`src/rtl/multicycle_ctrl_pkg.sv`:
```
// Shared MIPS definitions: opcodes, ALU/mux encodings, multicycle FSM states
// and the control bundle produced by the multicycle output decoder.
package mips_pkg;

    localparam logic [5:0] RTYPE = 6'b000000;
    localparam logic [5:0] J     = 6'b000010;
    localparam logic [5:0] BEQ   = 6'b000100;
    localparam logic [5:0] BNE   = 6'b000101;
    localparam logic [5:0] ADDI  = 6'b001000;
    localparam logic [5:0] SLTI  = 6'b001010;
    localparam logic [5:0] ANDI  = 6'b001100;
    localparam logic [5:0] ORI   = 6'b001101;
    localparam logic [5:0] LW    = 6'b100011;
    localparam logic [5:0] SW    = 6'b101011;

    localparam logic [2:0] ALUOP_AND   = 3'b000;
    localparam logic [2:0] ALUOP_OR    = 3'b001;
    localparam logic [2:0] ALUOP_ADD   = 3'b010;
    localparam logic [2:0] ALUOP_FUNCT = 3'b011;
    localparam logic [2:0] ALUOP_SUB   = 3'b110;
    localparam logic [2:0] ALUOP_SLT   = 3'b111;

    localparam logic [1:0] PCSRC_ALU    = 2'b00;
    localparam logic [1:0] PCSRC_ALUOUT = 2'b01;
    localparam logic [1:0] PCSRC_JUMP   = 2'b10;

    localparam logic [1:0] ALUSRCB_RT     = 2'b00;
    localparam logic [1:0] ALUSRCB_FOUR   = 2'b01;
    localparam logic [1:0] ALUSRCB_IMM    = 2'b10;
    localparam logic [1:0] ALUSRCB_IMM_SH = 2'b11;

    typedef enum logic [3:0] {
        S_FETCH,
        S_DECODE,
        S_MEMADR,
        S_MEMRD,
        S_MEMWB,
        S_MEMWR,
        S_EXEC,
        S_ALUWB,
        S_BRANCH,
        S_IEXEC,
        S_IWB,
        S_JUMP,
        S_ILLEGAL
    } state_t;

    typedef struct packed {
        logic       mem_req;
        logic       mem_write;
        logic       iord;
        logic       ir_write;
        logic       pc_en;
        logic [1:0] pc_src;
        logic       alu_src_a;
        logic [1:0] alu_src_b;
        logic [2:0] alu_op;
        logic       ext_op;
        logic       reg_dst;
        logic       mem_to_reg;
        logic       reg_write;
        logic       instr_done;
        logic       illegal;
    } ctrl_t;

    // Immediate-ALU instructions: only addi/slti sign-extend.
    function automatic logic [2:0] imm_alu_op(input logic [5:0] op);
        case (op)
            ANDI:    return ALUOP_AND;
            ORI:     return ALUOP_OR;
            SLTI:    return ALUOP_SLT;
            default: return ALUOP_ADD;
        endcase
    endfunction

    function automatic logic imm_sign_ext(input logic [5:0] op);
        return (op == ADDI) || (op == SLTI);
    endfunction

endpackage

```
`src/rtl/multicycle_ctrl_if.sv`:
```
// Controller <-> datapath/memory signal bundle. The controller is the master.
interface multicycle_ctrl_if;
    logic [5:0] Op;
    logic       Zero;
    logic       MemReady;
    logic       MemReq;
    logic       MemWrite;
    logic       IorD;
    logic       IrWrite;
    logic       PcEn;
    logic [1:0] PcSrc;
    logic       AluSrcA;
    logic [1:0] AluSrcB;
    logic [2:0] AluOp;
    logic       ExtOp;
    logic       RegDst;
    logic       MemToReg;
    logic       RegWrite;
    logic       InstrDone;
    logic       Illegal;

    modport master (
        input  Op, Zero, MemReady,
        output MemReq, MemWrite, IorD, IrWrite, PcEn, PcSrc, AluSrcA, AluSrcB,
               AluOp, ExtOp, RegDst, MemToReg, RegWrite, InstrDone, Illegal
    );

    modport slave (
        output Op, Zero, MemReady,
        input  MemReq, MemWrite, IorD, IrWrite, PcEn, PcSrc, AluSrcA, AluSrcB,
               AluOp, ExtOp, RegDst, MemToReg, RegWrite, InstrDone, Illegal
    );
endinterface

```
`src/rtl/multicycle_ctrl_outdec.sv`:
```
// Combinational map from FSM state, latched opcode and handshake/flag inputs
// to the per-cycle datapath control bundle.
module multicycle_outdec
    import mips_pkg::*;
(
    input  state_t     state,
    input  logic [5:0] opq,
    input  logic       mem_rdy,
    input  logic       zero,
    output ctrl_t      ctrl
);

    always_comb begin
        ctrl = '0;
        case (state)
            S_FETCH: begin
                ctrl.mem_req   = 1'b1;
                ctrl.alu_src_b = ALUSRCB_FOUR;
                ctrl.alu_op    = ALUOP_ADD;
                ctrl.ir_write  = mem_rdy;
                ctrl.pc_en     = mem_rdy;
            end
            S_DECODE: begin
                ctrl.alu_src_b = ALUSRCB_IMM_SH;
                ctrl.alu_op    = ALUOP_ADD;
                ctrl.ext_op    = 1'b1;
            end
            S_MEMADR: begin
                ctrl.alu_src_a = 1'b1;
                ctrl.alu_src_b = ALUSRCB_IMM;
                ctrl.alu_op    = ALUOP_ADD;
                ctrl.ext_op    = 1'b1;
            end
            S_MEMRD: begin
                ctrl.mem_req = 1'b1;
                ctrl.iord    = 1'b1;
            end
            S_MEMWB: begin
                ctrl.mem_to_reg = 1'b1;
                ctrl.reg_write  = 1'b1;
                ctrl.instr_done = 1'b1;
            end
            S_MEMWR: begin
                ctrl.mem_req    = 1'b1;
                ctrl.mem_write  = 1'b1;
                ctrl.iord       = 1'b1;
                ctrl.instr_done = mem_rdy;
            end
            S_EXEC: begin
                ctrl.alu_src_a = 1'b1;
                ctrl.alu_src_b = ALUSRCB_RT;
                ctrl.alu_op    = ALUOP_FUNCT;
            end
            S_ALUWB: begin
                ctrl.reg_dst    = 1'b1;
                ctrl.reg_write  = 1'b1;
                ctrl.instr_done = 1'b1;
            end
            S_BRANCH: begin
                ctrl.alu_src_a  = 1'b1;
                ctrl.alu_src_b  = ALUSRCB_RT;
                ctrl.alu_op     = ALUOP_SUB;
                ctrl.pc_src     = PCSRC_ALUOUT;
                ctrl.instr_done = 1'b1;
                ctrl.pc_en      = zero ^ (opq == BNE);
            end
            // Writeback keeps the ALU driving the same result it computed in IEXEC.
            S_IEXEC, S_IWB: begin
                ctrl.alu_src_a = 1'b1;
                ctrl.alu_src_b = ALUSRCB_IMM;
                ctrl.alu_op    = imm_alu_op(opq);
                ctrl.ext_op    = imm_sign_ext(opq);
                if (state == S_IWB) begin
                    ctrl.reg_write  = 1'b1;
                    ctrl.instr_done = 1'b1;
                end
            end
            S_JUMP: begin
                ctrl.pc_src     = PCSRC_JUMP;
                ctrl.pc_en      = 1'b1;
                ctrl.instr_done = 1'b1;
            end
            S_ILLEGAL: ctrl.illegal = 1'b1;
            default:   ctrl = '0;
        endcase
    end

endmodule

```
`src/rtl/multicycle_ctrl.sv`:
```
// Multicycle MIPS control FSM: sequences the shared ALU / unified memory
// datapath with a request/ready memory handshake.
//
// state     | meaning
// ----------+-----------------------------------------------
// FETCH     | read instruction at PC, PC += 4 on ready
// DECODE    | latch opcode, precompute branch target
// MEMADR    | ALUOut = rs + sext(imm)
// MEMRD     | load request, wait for ready
// MEMWB     | write load data to rt
// MEMWR     | store request, done on ready
// EXEC      | R-type ALU operation
// ALUWB     | write ALU result to rd
// BRANCH    | compare rs/rt, conditional PC update
// IEXEC     | immediate ALU operation
// IWB       | write ALU result to rt
// JUMP      | PC = jump target
// ILLEGAL   | unknown opcode, parked until reset
module multicycle_ctrl
    import mips_pkg::*;
#(
    parameter bit MEM_HANDSHAKE = 1'b1
) (
    input logic               clk,
    input logic               reset,
    multicycle_ctrl_if.master bus
);

    state_t     state;
    state_t     state_nxt;
    logic [5:0] opq;
    logic       mem_rdy;
    ctrl_t      dec;
    ctrl_t      ctrl;

    assign mem_rdy = MEM_HANDSHAKE ? bus.MemReady : 1'b1;

    always_ff @(posedge clk) begin
        if (reset) begin
            state <= S_FETCH;
            opq   <= '0;
        end else begin
            state <= state_nxt;
            if (state == S_DECODE)
                opq <= bus.Op;
        end
    end

    // DECODE branches on the live opcode; OpQ only becomes valid afterwards.
    always_comb begin
        state_nxt = state;
        case (state)
            S_FETCH:  if (mem_rdy) state_nxt = S_DECODE;
            S_DECODE: begin
                case (bus.Op)
                    LW, SW:                 state_nxt = S_MEMADR;
                    RTYPE:                  state_nxt = S_EXEC;
                    BEQ, BNE:               state_nxt = S_BRANCH;
                    ADDI, ANDI, ORI, SLTI:  state_nxt = S_IEXEC;
                    J:                      state_nxt = S_JUMP;
                    default:                state_nxt = S_ILLEGAL;
                endcase
            end
            S_MEMADR:  state_nxt = (opq == LW) ? S_MEMRD : S_MEMWR;
            S_MEMRD:   if (mem_rdy) state_nxt = S_MEMWB;
            S_MEMWR:   if (mem_rdy) state_nxt = S_FETCH;
            S_EXEC:    state_nxt = S_ALUWB;
            S_IEXEC:   state_nxt = S_IWB;
            S_MEMWB, S_ALUWB, S_BRANCH, S_IWB, S_JUMP:
                       state_nxt = S_FETCH;
            S_ILLEGAL: state_nxt = S_ILLEGAL;
            default:   state_nxt = S_FETCH;
        endcase
    end

    multicycle_outdec u_outdec (
        .state   (state),
        .opq     (opq),
        .mem_rdy (mem_rdy),
        .zero    (bus.Zero),
        .ctrl    (dec)
    );

    // Reset blanks every output in the same cycle, abandoning any memory access.
    always_comb begin
        ctrl = dec;
        if (reset)
            ctrl = '0;
    end

    assign bus.MemReq    = ctrl.mem_req;
    assign bus.MemWrite  = ctrl.mem_write;
    assign bus.IorD      = ctrl.iord;
    assign bus.IrWrite   = ctrl.ir_write;
    assign bus.PcEn      = ctrl.pc_en;
    assign bus.PcSrc     = ctrl.pc_src;
    assign bus.AluSrcA   = ctrl.alu_src_a;
    assign bus.AluSrcB   = ctrl.alu_src_b;
    assign bus.AluOp     = ctrl.alu_op;
    assign bus.ExtOp     = ctrl.ext_op;
    assign bus.RegDst    = ctrl.reg_dst;
    assign bus.MemToReg  = ctrl.mem_to_reg;
    assign bus.RegWrite  = ctrl.reg_write;
    assign bus.InstrDone = ctrl.instr_done;
    assign bus.Illegal   = ctrl.illegal;

endmodule

```
`src/flat_wrapper.sv`:
```
// flat-port wrapper written by rule: the top's interface ports become plain ports
module multicycle_ctrl_flat import mips_pkg::*;
#(
    parameter bit MEM_HANDSHAKE = 1'b1
)
  (clk, reset, bus_Op, bus_Zero, bus_MemReady, bus_MemReq, bus_MemWrite, bus_IorD, bus_IrWrite, bus_PcEn, bus_PcSrc, bus_AluSrcA, bus_AluSrcB, bus_AluOp, bus_ExtOp, bus_RegDst, bus_MemToReg, bus_RegWrite, bus_InstrDone, bus_Illegal);
  multicycle_ctrl_if bus_i ();
  input logic clk;
  input logic reset;
  input wire logic [$bits(bus_i.Op)-1:0] bus_Op;
  input wire logic [$bits(bus_i.Zero)-1:0] bus_Zero;
  input wire logic [$bits(bus_i.MemReady)-1:0] bus_MemReady;
  output wire logic [$bits(bus_i.MemReq)-1:0] bus_MemReq;
  output wire logic [$bits(bus_i.MemWrite)-1:0] bus_MemWrite;
  output wire logic [$bits(bus_i.IorD)-1:0] bus_IorD;
  output wire logic [$bits(bus_i.IrWrite)-1:0] bus_IrWrite;
  output wire logic [$bits(bus_i.PcEn)-1:0] bus_PcEn;
  output wire logic [$bits(bus_i.PcSrc)-1:0] bus_PcSrc;
  output wire logic [$bits(bus_i.AluSrcA)-1:0] bus_AluSrcA;
  output wire logic [$bits(bus_i.AluSrcB)-1:0] bus_AluSrcB;
  output wire logic [$bits(bus_i.AluOp)-1:0] bus_AluOp;
  output wire logic [$bits(bus_i.ExtOp)-1:0] bus_ExtOp;
  output wire logic [$bits(bus_i.RegDst)-1:0] bus_RegDst;
  output wire logic [$bits(bus_i.MemToReg)-1:0] bus_MemToReg;
  output wire logic [$bits(bus_i.RegWrite)-1:0] bus_RegWrite;
  output wire logic [$bits(bus_i.InstrDone)-1:0] bus_InstrDone;
  output wire logic [$bits(bus_i.Illegal)-1:0] bus_Illegal;
  assign bus_i.Op = bus_Op;
  assign bus_i.Zero = bus_Zero;
  assign bus_i.MemReady = bus_MemReady;
  assign bus_MemReq = bus_i.MemReq;
  assign bus_MemWrite = bus_i.MemWrite;
  assign bus_IorD = bus_i.IorD;
  assign bus_IrWrite = bus_i.IrWrite;
  assign bus_PcEn = bus_i.PcEn;
  assign bus_PcSrc = bus_i.PcSrc;
  assign bus_AluSrcA = bus_i.AluSrcA;
  assign bus_AluSrcB = bus_i.AluSrcB;
  assign bus_AluOp = bus_i.AluOp;
  assign bus_ExtOp = bus_i.ExtOp;
  assign bus_RegDst = bus_i.RegDst;
  assign bus_MemToReg = bus_i.MemToReg;
  assign bus_RegWrite = bus_i.RegWrite;
  assign bus_InstrDone = bus_i.InstrDone;
  assign bus_Illegal = bus_i.Illegal;
  multicycle_ctrl #(.MEM_HANDSHAKE(MEM_HANDSHAKE)) u_core (.clk(clk), .reset(reset), .bus(bus_i));
endmodule
```
`config.mk`:
```
export PLATFORM = sky130hd
export DESIGN_NAME = multicycle_ctrl_flat
export DESIGN_NICKNAME = d
export VERILOG_FILES = /design/src/rtl/multicycle_ctrl_pkg.sv /design/src/rtl/multicycle_ctrl_if.sv /design/src/rtl/multicycle_ctrl_outdec.sv /design/src/rtl/multicycle_ctrl.sv /design/src/flat_wrapper.sv
export SDC_FILE = /design/constraint.sdc
export NUM_CORES = 1
export LEC_CHECK = 0
export CELL_PAD_IN_SITES_DETAIL_PLACEMENT = 2
export CELL_PAD_IN_SITES_GLOBAL_PLACEMENT = 2
export CORE_UTILIZATION = 30
export DETAILED_ROUTE_END_ITERATION = 10
export PLACE_DENSITY = 0.95
export SYNTH_ARGS = -nofsm -noshare
export SYNTH_HDL_FRONTEND = slang
export SYNTH_HIERARCHICAL = 1
export SYNTH_SLANG_ARGS = --single-unit
export TNS_END_PERCENT = 1
```
`constraint.sdc`:
```
create_clock -name clk -period 2.9 [get_ports clk]
set_input_delay 0.29 -clock clk [delete_from_list [all_inputs] [get_ports clk]]
set_output_delay 0.29 -clock clk [all_outputs]
set_load 0.05 [all_outputs]
```
* Word-level counts from Yosys, hierarchy flattened *
Cells that the tools add are included.

storage, ports and cells
  bits in read-only memories = 0
  bits in latches = 0
  word-level logic and storage cells = 70
  bits of input ports = 10
  memories kept = 0
  output and inout port bits = 19
  memory bits (writable) = 0
  bits in registers = 10

operators by class
  divide/modulo/power cells = 0
  order comparisons = 0
  reductions and logical operators = 14
  add/sub/neg operators = 0
  bitwise logic cells = 1
  multipliers = 0
  eq/ne operators = 30
  muxes and demuxes = 23
  shifts and indexed selects = 0

operator list
  kind                                                             number
  6-bit by 4-bit == test with 1-bit output, second input constant  8
  4-bit one-hot mux with 8 select lines                            1
  5-bit one-hot mux with 6 select lines                            1
  4-bit == test, second input constant                             5
  4-bit one-hot mux with 5 select lines                            1
  19-bit two-way mux                                               1
  6-bit by 3-bit == test with 1-bit output, second input constant  3
  6-bit == test, second input constant                             3
  4-bit by 3-bit == test with 1-bit output, second input constant  4
  4-bit two-way mux                                                3
  2-bit OR reduction                                               6
  3-bit one-hot mux with 3 select lines                            1
  4-bit by 2-bit == test with 1-bit output, second input constant  2
  1-bit two-way mux                                                8
  4-bit OR reduction                                               2
  6-bit by 2-bit == test with 1-bit output, second input constant  1
  6-bit zero test                                                  1
  2-bit != test, second input constant                             3
  1-bit one-hot mux with 3 select lines                            2
  5-bit OR reduction                                               1
  4-bit by 1-bit == test with 1-bit output, second input constant  1
  4-bit zero test                                                  1
  1-bit one-hot mux with 2 select lines                            2
  2-bit one-hot mux with 2 select lines                            1
  other kinds (6)                                                  6

* Longest topological paths before layout *
  depth in word-level cells = 4
  depth in mapped cells = 6
  gate-level depth less buffers = 4

* Hierarchy *
The synthesis kept the hierarchy.

modules (own cells, without submodules)
  module             sequential area each (um2)  instances  area each (um2)  cells an instance
  multicycle_ctrl    200.2                       1          767.0            93
  multicycle_outdec  0.0                         1          409.1            59

* Worst setup path after synthesis *
OpenSTA, ideal clock, no wires.

  path type = flip-flop to output port
  start point = register u_core.state[1]
  end point = output port bus_AluOp[0]
  cell stages (with the launch flop) = 6
  buffers on the path = 1
  setup slack = 0.788 ns
  data arrival time = 1.822 ns
  data required time = 2.610 ns
  path through = dfxtp_1 buf_6 and4bb_1 o211ai_1 o211ai_1 nor2b_1

RTL lines
  element                 RTL line               RTL
  from (decl)             multicycle_ctrl.sv:29  state_t state;
  from (signal assigned)  multicycle_ctrl.sv:43  state <= state_nxt;
  to (decl)               flat_wrapper.sv:21     output wire logic [$bits(bus_i.AluOp)-1:0] bus_AluOp;

==> out/metrics.csv <==
metric,value,unit
dp_slack,0.335,ns
ios,29,
diodes,0,
dieArea,4180,µm²
rsz0062_at_grt,false,
powerDensity,357,nW/µm²
ir_drop,163,µV
core.rowCount,22,
crit_path_end_kind,primary output,
ant_nets,0,
netlist_instances,152,
cts_root_buf,clkbuf_8,
die_w,64.6,µm
path_class,reg -> out,
crit_required,2.61,ns
max_cap_violations,0,
core-area,3720,µm²
grt_use_total,0.206,
hold_violations,0,
worst_pin_slew,0.674,ns
setup_ws,0.189,ns
critical_path_arrival,2.42,ns
final_cells,227,
syn_nets,162,
finClkSkew,0.00104,ns
dr.pass1.iters,4,
ys_types,50,
clock.fmax,369,MHz
cts_tree,built,
min_period,2.71,ns
wl,3.96,mm
port_buffers,28,
areaGrowthSynthToFinish,32.1,%
grt_max_degree,20,
hold_buffers,0,
leakage,0.531,nW
slew_viol_final,0,
grt_pass1_vias,1371,
status,"finished, final reports clean",
setup_tns,0,ns
antenna_found_initial,0,
cts-htree-levels,1,
clock-sinks,10,
drive_gt1_frac,0.151,
drtIter0Drc,18,
dpl.hpwl,3.09,mm
dr_total_vias,1274,
grt_pass1_wl,6.60,mm
critPathMaxFanout,11,
yosys_warnings,6,
die_h,64.6,µm
syn_area,1180,µm²
place_congestion,0.866,
dpl_cell_area,1490,µm²
initial_core_util,0.316,
grt_remaining_overflow,0,
dp_cells,223,
fill_cells,432,
setup_viol,0,
vias_per_cell,5.61,
post_drt_wl_per_cell,17.5,µm
final_area,1550,µm²
min_path_type,reg -> reg,
met1Wirelength,1.68,mm
synth-seq-area-share,0.170,
met2WireLength,2.12,mm
drc,0,
r2r_slack,0.87,ns
path_clk_slew,0.05,ns
crit_path_start_kind,register,
clockBufferDepth,2,
highest_layer,met4,
finalCritPeriodShare,0.935,
cts_buffers,3,
nets,190,
clock_latency,0.24,ns
avgSynthCellArea,7.74,µm²
max_slew_margin,0.548,
route.met3.wl,104,µm
ys_seq_elements,10,
## flip-flops by register name (all words and copies together) (netlist names)
name,flops
u_core/opq,6
u_core/state,4
## synthesized netlist by cell type (all sizes together)
| master | instances | area [µm²] |
|---|---|---|
| o221ai | 1 | 8.76 |
| o21ai | 4 | 20.0 |
| clkbuf | 4 | 15.0 |
| a311oi | 1 | 8.76 |
| and4bb | 2 | 25.0 |
| nand4 | 2 | 12.5 |
| nor3 | 3 | 20.0 |
| nand3 | 4 | 20.0 |
| nor2 | 17 | 63.8 |
| o211ai | 3 | 22.5 |
| and3 | 1 | 6.26 |
| nor4b | 3 | 47.5 |
| nor4 | 3 | 18.8 |
| xor2 | 2 | 17.5 |
| buf | 6 | 42.5 |
| and2 | 2 | 12.5 |
| nand3b | 2 | 15.0 |
| a21boi | 1 | 7.51 |
| nand4b | 2 | 17.5 |
| nand2b | 6 | 45.0 |
| o21a | 2 | 15.0 |
| mux2i | 9 | 90.1 |
| or2 | 3 | 18.8 |
| nand2 | 5 | 18.8 |
| a2111oi | 1 | 27.5 |
| o31ai | 1 | 7.51 |
| a21oi | 6 | 30.0 |
| and3b | 1 | 8.76 |
| a31oi | 3 | 18.8 |
| o32a | 1 | 10.0 |
| a41oi | 1 | 8.76 |
| nor2b | 22 | 138 |
| o221a | 3 | 33.8 |
| or4 | 1 | 11.3 |
| or3b | 1 | 8.76 |
| dfxtp | 10 | 200 |
| a211oi | 2 | 15.0 |
| nor3b | 3 | 22.5 |
| or4b | 2 | 20.0 |
| inv | 5 | 18.8 |
| a21o | 1 | 7.51 |
## placed cells by master (no fill, tap or decap), types with 3 or more instances in the layout
master / netlist / routed
clkdlybuf4s50_1: 0 / 26
nor2b_1: 22 / 22
nor2_1: 17 / 17
mux2i_1: 9 / 9
dfxtp_1: 10 / 8
buf_4: 0 / 7
a21oi_1: 6 / 6
inv_1: 5 / 5
nand2b_1: 5 / 5
nand2_1: 5 / 5
clkbuf_8: 0 / 4
o21ai_0: 4 / 4
nand3_1: 4 / 4
nor4_1: 3 / 3
a31oi_1: 3 / 3
o211ai_1: 3 / 3
## cell families after synthesis
kind of cell | Yosys count | share of synthesized area
and+or+nand+nor | 85 | 0.468
AOI/OAI and AO/OA | 31 | 0.205
buffers and inverters | 15 | 0.0649
DFF | 10 | 0.170
muxes | 9 | 0.0766
xor gates and xnor gates | 2 | 0.0149
## where the power goes
part	switching [W]	total, W	leakage [nW]	internal [W]
Combinational	0.000124	0.000211	0.420	0.0000871
Clock	0.0000573	0.000177	0.0288	0.000120
Sequential	0.0000200	0.000167	0.0825	0.000147
Total	0.000201	0.000554	0.531	0.000353
## timing repair
action	CTS	global route
buffers inserted	0	0
endpoints found under the setup margin	0	4
resized for setup	0	3
## metal layers
metal / vias to the layer above / track usage
met5: - / 0
met4: 0 / 0.0889
li1: 611 / -
met1: 625 / 0.226
met2: 32 / 0.393
met3: 6 / 0.0229
## worst max-delay path, stage by stage, from the launching register on
cell	delay [ns]
dfxtp_1	0.41
buf_4	0.24
and4bb_1	0.28
o211ai_1	0.12
o211ai_1	0.13
nor2b_1	0.17
clkdlybuf4s50_1	0.82
## cell type report
type                       count  area, µm²  area share
inverter                       5       18.8      0.0121
tap                           48       60.1      0.0386
multi-input combinational    127        905       0.582
sequential                    10        203       0.130
timing repair buffer          33        313       0.201
clock buffer                   4       55.1      0.0354
## final timing paths
check,startpoint,endpoint,cells past startpoint
min reg2reg,u_core/opq[5],u_core/opq[5],2
max,u_core/state[0],bus_AluOp[0],6
max reg2reg,u_core/state[0],u_core/state[2],5
min,u_core/opq[5],u_core/opq[5],2
## through the flow
step / hold WS [ns] / total power [W] / util
after global placement: 0.559 / 0.000367 / 0.401
after CTS: 0.584 / 0.000562 / 0.416
after floorplan: 0.437 / 0.000308 / -
final: 0.592 / 0.000554 / 0.418
after detailed placement: 0.579 / 0.000380 / 0.401
after global routing: 0.612 / 0.000584 / 0.418
Power figures use the tool's default switching activity.
==> patch: new RTL, same flow settings <==
Make the reset (`reset`) asynchronous in one clocked block.
--- a/src/rtl/multicycle_ctrl.sv
+++ b/src/rtl/multicycle_ctrl.sv
@@ -35,7 +35,7 @@
 
     assign mem_rdy = MEM_HANDSHAKE ? bus.MemReady : 1'b1;
 
-    always_ff @(posedge clk) begin
+    always_ff @(posedge clk or posedge reset) begin
         if (reset) begin
             state <= S_FETCH;
             opq   <= '0;
Check against the original RTL: same outputs for any inputs over 10 cycles, from zero or initial values and one cycle with reset high; that may be too few to reach the edited logic, so the function may still have changed.
==> patch against the unedited design <==
  * Sequential cell count unchanged
  * Worst setup slack improved by 0.044 ns
  * Register-to-register slack got worse by 0.06 ns
  * Via count decreased by 8.8%
  * Synthesized area decreased by 1.7%
  * Design area decreased by 1.6%
  * Wire length decreased by 5.6%
  * Fmax increased by 1.7%
  * Worst hold slack improved by 0.017 ns
  * Cell count decreased by 4.8%
  * Critical path type unchanged
Power is not compared: it rests on default switching activity, and its combinational part moved more than twofold at a synthesized area within 25%.
==> patch: results (changes against the unedited design) <==
Outcome -> complete, no violations
Reg2Reg Launch Point -> u_core/state[0]
Post-CTS Setup Bufs -> 0 (unchanged)
CP startpoint -> u_core/state[3]
# diodes -> 0 (unchanged)
Syn nets -> 151 (-6.8%)
Dpl cells -> 212 (-4.9%)
Top FF cell, synth -> dfrtp_1
Initial antenna violation count -> 0 (unchanged)
Post-Syn Instances -> 141 (-7.2%)
Seq/Total Area, Yosys -> 21.65% (+4.6 points)
Starting DRC count in detailed routing -> 35 (+17)
YS warnings -> 6 (unchanged)
Arrival time at the worst endpoint -> 2.38 ns (-0.04 ns)
WHS Path Cells -> 1 (-1)
Clk buf depth -> 2 (unchanged)
Wirelength, routed -> 3.742 mm (-5.6%)
WL met2 -> 2.002 mm (-5.4%)
R2R depth -> 5 (unchanged)
Clock skew -> 0.001785 ns (+0.0007416 ns)
Count of final hold-check violations -> 0 (unchanged)
Distinct cell type count after synthesis -> 49 (-2.0%)
Worst Hold Margin -> 0.6086 ns (+0.01701 ns)
Routed met3 length -> 84 um (-19%)
Top post-synthesis cells by count -> 23 x nor2b_1, 12 x nor2_1, 10 x dfrtp_1
Hold Path Class -> reg -> reg
Nets -> 179 (-5.8%)
Root buf cell -> clkbuf_8
Share of cells above drive strength 1 -> 15.48% (+0.39 points)
Gr usage total -> 19.79% (-0.82 points)
Filler Cells Inserted -> 412 (-4.6%)
DP Worst Slack -> 0.2905 ns (-0.04503 ns)
Biggest regs -> u_core/opq (6), u_core/state (4)
Hold Path End -> u_core/opq[2]
Pin count of the biggest net entering global routing -> 21 (+5.0%)
Top post-synthesis cells by area -> dfrtp_1 22%, nor2b_1 12%, mux2_2 5.8%, nand2b_1 4.9%, a21oi_1 3.9%
Layout Cells excl Fill -> 216 (-4.8%)
CP max FO -> 14 (+3)
Vias per inst -> 5.380 (-4.1%)
H-tree levels -> 1 (unchanged)
Vias in the first global route -> 1239 (-9.6%)
Worst slew pin tran -> 0.6321 ns (-0.04235 ns)
Hold Path Origin -> u_core/opq[2]
Pre-antenna DRT Iters -> 4 (unchanged)
R2r endpoint -> u_core/state[0]
Wl on met1 -> 1.622 mm (-3.2%)
R2R Setup Slk -> 0.81 ns (-0.06 ns)
Global-route wire length before repair -> 6.334 mm (-4.1%)
Post-DP HPWL -> 2.821 mm (-8.7%)
GP Congestion -> 0.8050 (-7.0%)
Pleak -> 0.0005677 uW
Fraction of registers with async set/reset -> 100.0% (+100 points)
## patch: logic make-up (layout without fill, tap and decap cells)
kind of cell	count (synthesis)	in the layout	synth area share (%)
AOI/OAI and AO/OA	33	33	19.81
and+or+nand+nor	76	76	42.86
DFF	10	10	21.65
buffers and inverters	12	39	6.710
xor gates and xnor gates	3	3	2.273
muxes	7	7	6.710
## patch: layout make-up
class	instances	area (um2)	share of cell area, %
Inverter	3	11.26	0.7365
Timing Repair Buffer	32	317.8	20.79
Tap cell	48	60.06	3.928
Sequential cell	10	251.5	16.45
Multi-Input combinational cell	119	833.3	54.50
Clock buffer	4	55.05	3.601
## patch: worst max path at each step
| stage | to | slack, ns | cells past startpoint |
|---|---|---|---|
| 3_5_place_dp | bus_InstrDone | 0.29 | 5 |
| 3_3_place_gp | bus_InstrDone | 0.42 | 5 |
| 2_1_floorplan | bus_AluOp[1] | 0.77 | 4 |
| 6_report | bus_PcSrc[0] | 0.23 | 4 |
| 4_1_cts | bus_RegWrite | 0.09 | 5 |
| 5_1_grt | bus_RegWrite | 0.06 | 5 |
## patch: per-stage QoR
step                      instance area [um2]  util [%]
after detailed placement                 1468     39.79
after global placement                   1468     39.79
after CTS                                1523     41.28
after global routing                     1529     41.45
final                                    1529     41.45
after floorplan                          1156         -
## patch: routing by layer
| metal | global-route usage (%) | vias to the layer above |
|---|---|---|
| met5 | 0 | - |
| met4 | 5.966 | 0 |
| met3 | 1.250 | 4 |
| met2 | 37.37 | 28 |
| met1 | 23.56 | 565 |
| li1 | - | 565 |
## patch: critical path: stages, from the launching register on
cell and delay [ns]:
dfrtp_1 0.61, buf_4 0.25, nor4b_4 0.24, nor2b_1 0.19, clkdlybuf4s50_1 0.84
## patch: power by group
part / switching, uW / internal [uW]
Sequential: 139 / 205
Clock: 60.4 / 120
Combinational: 565 / 419
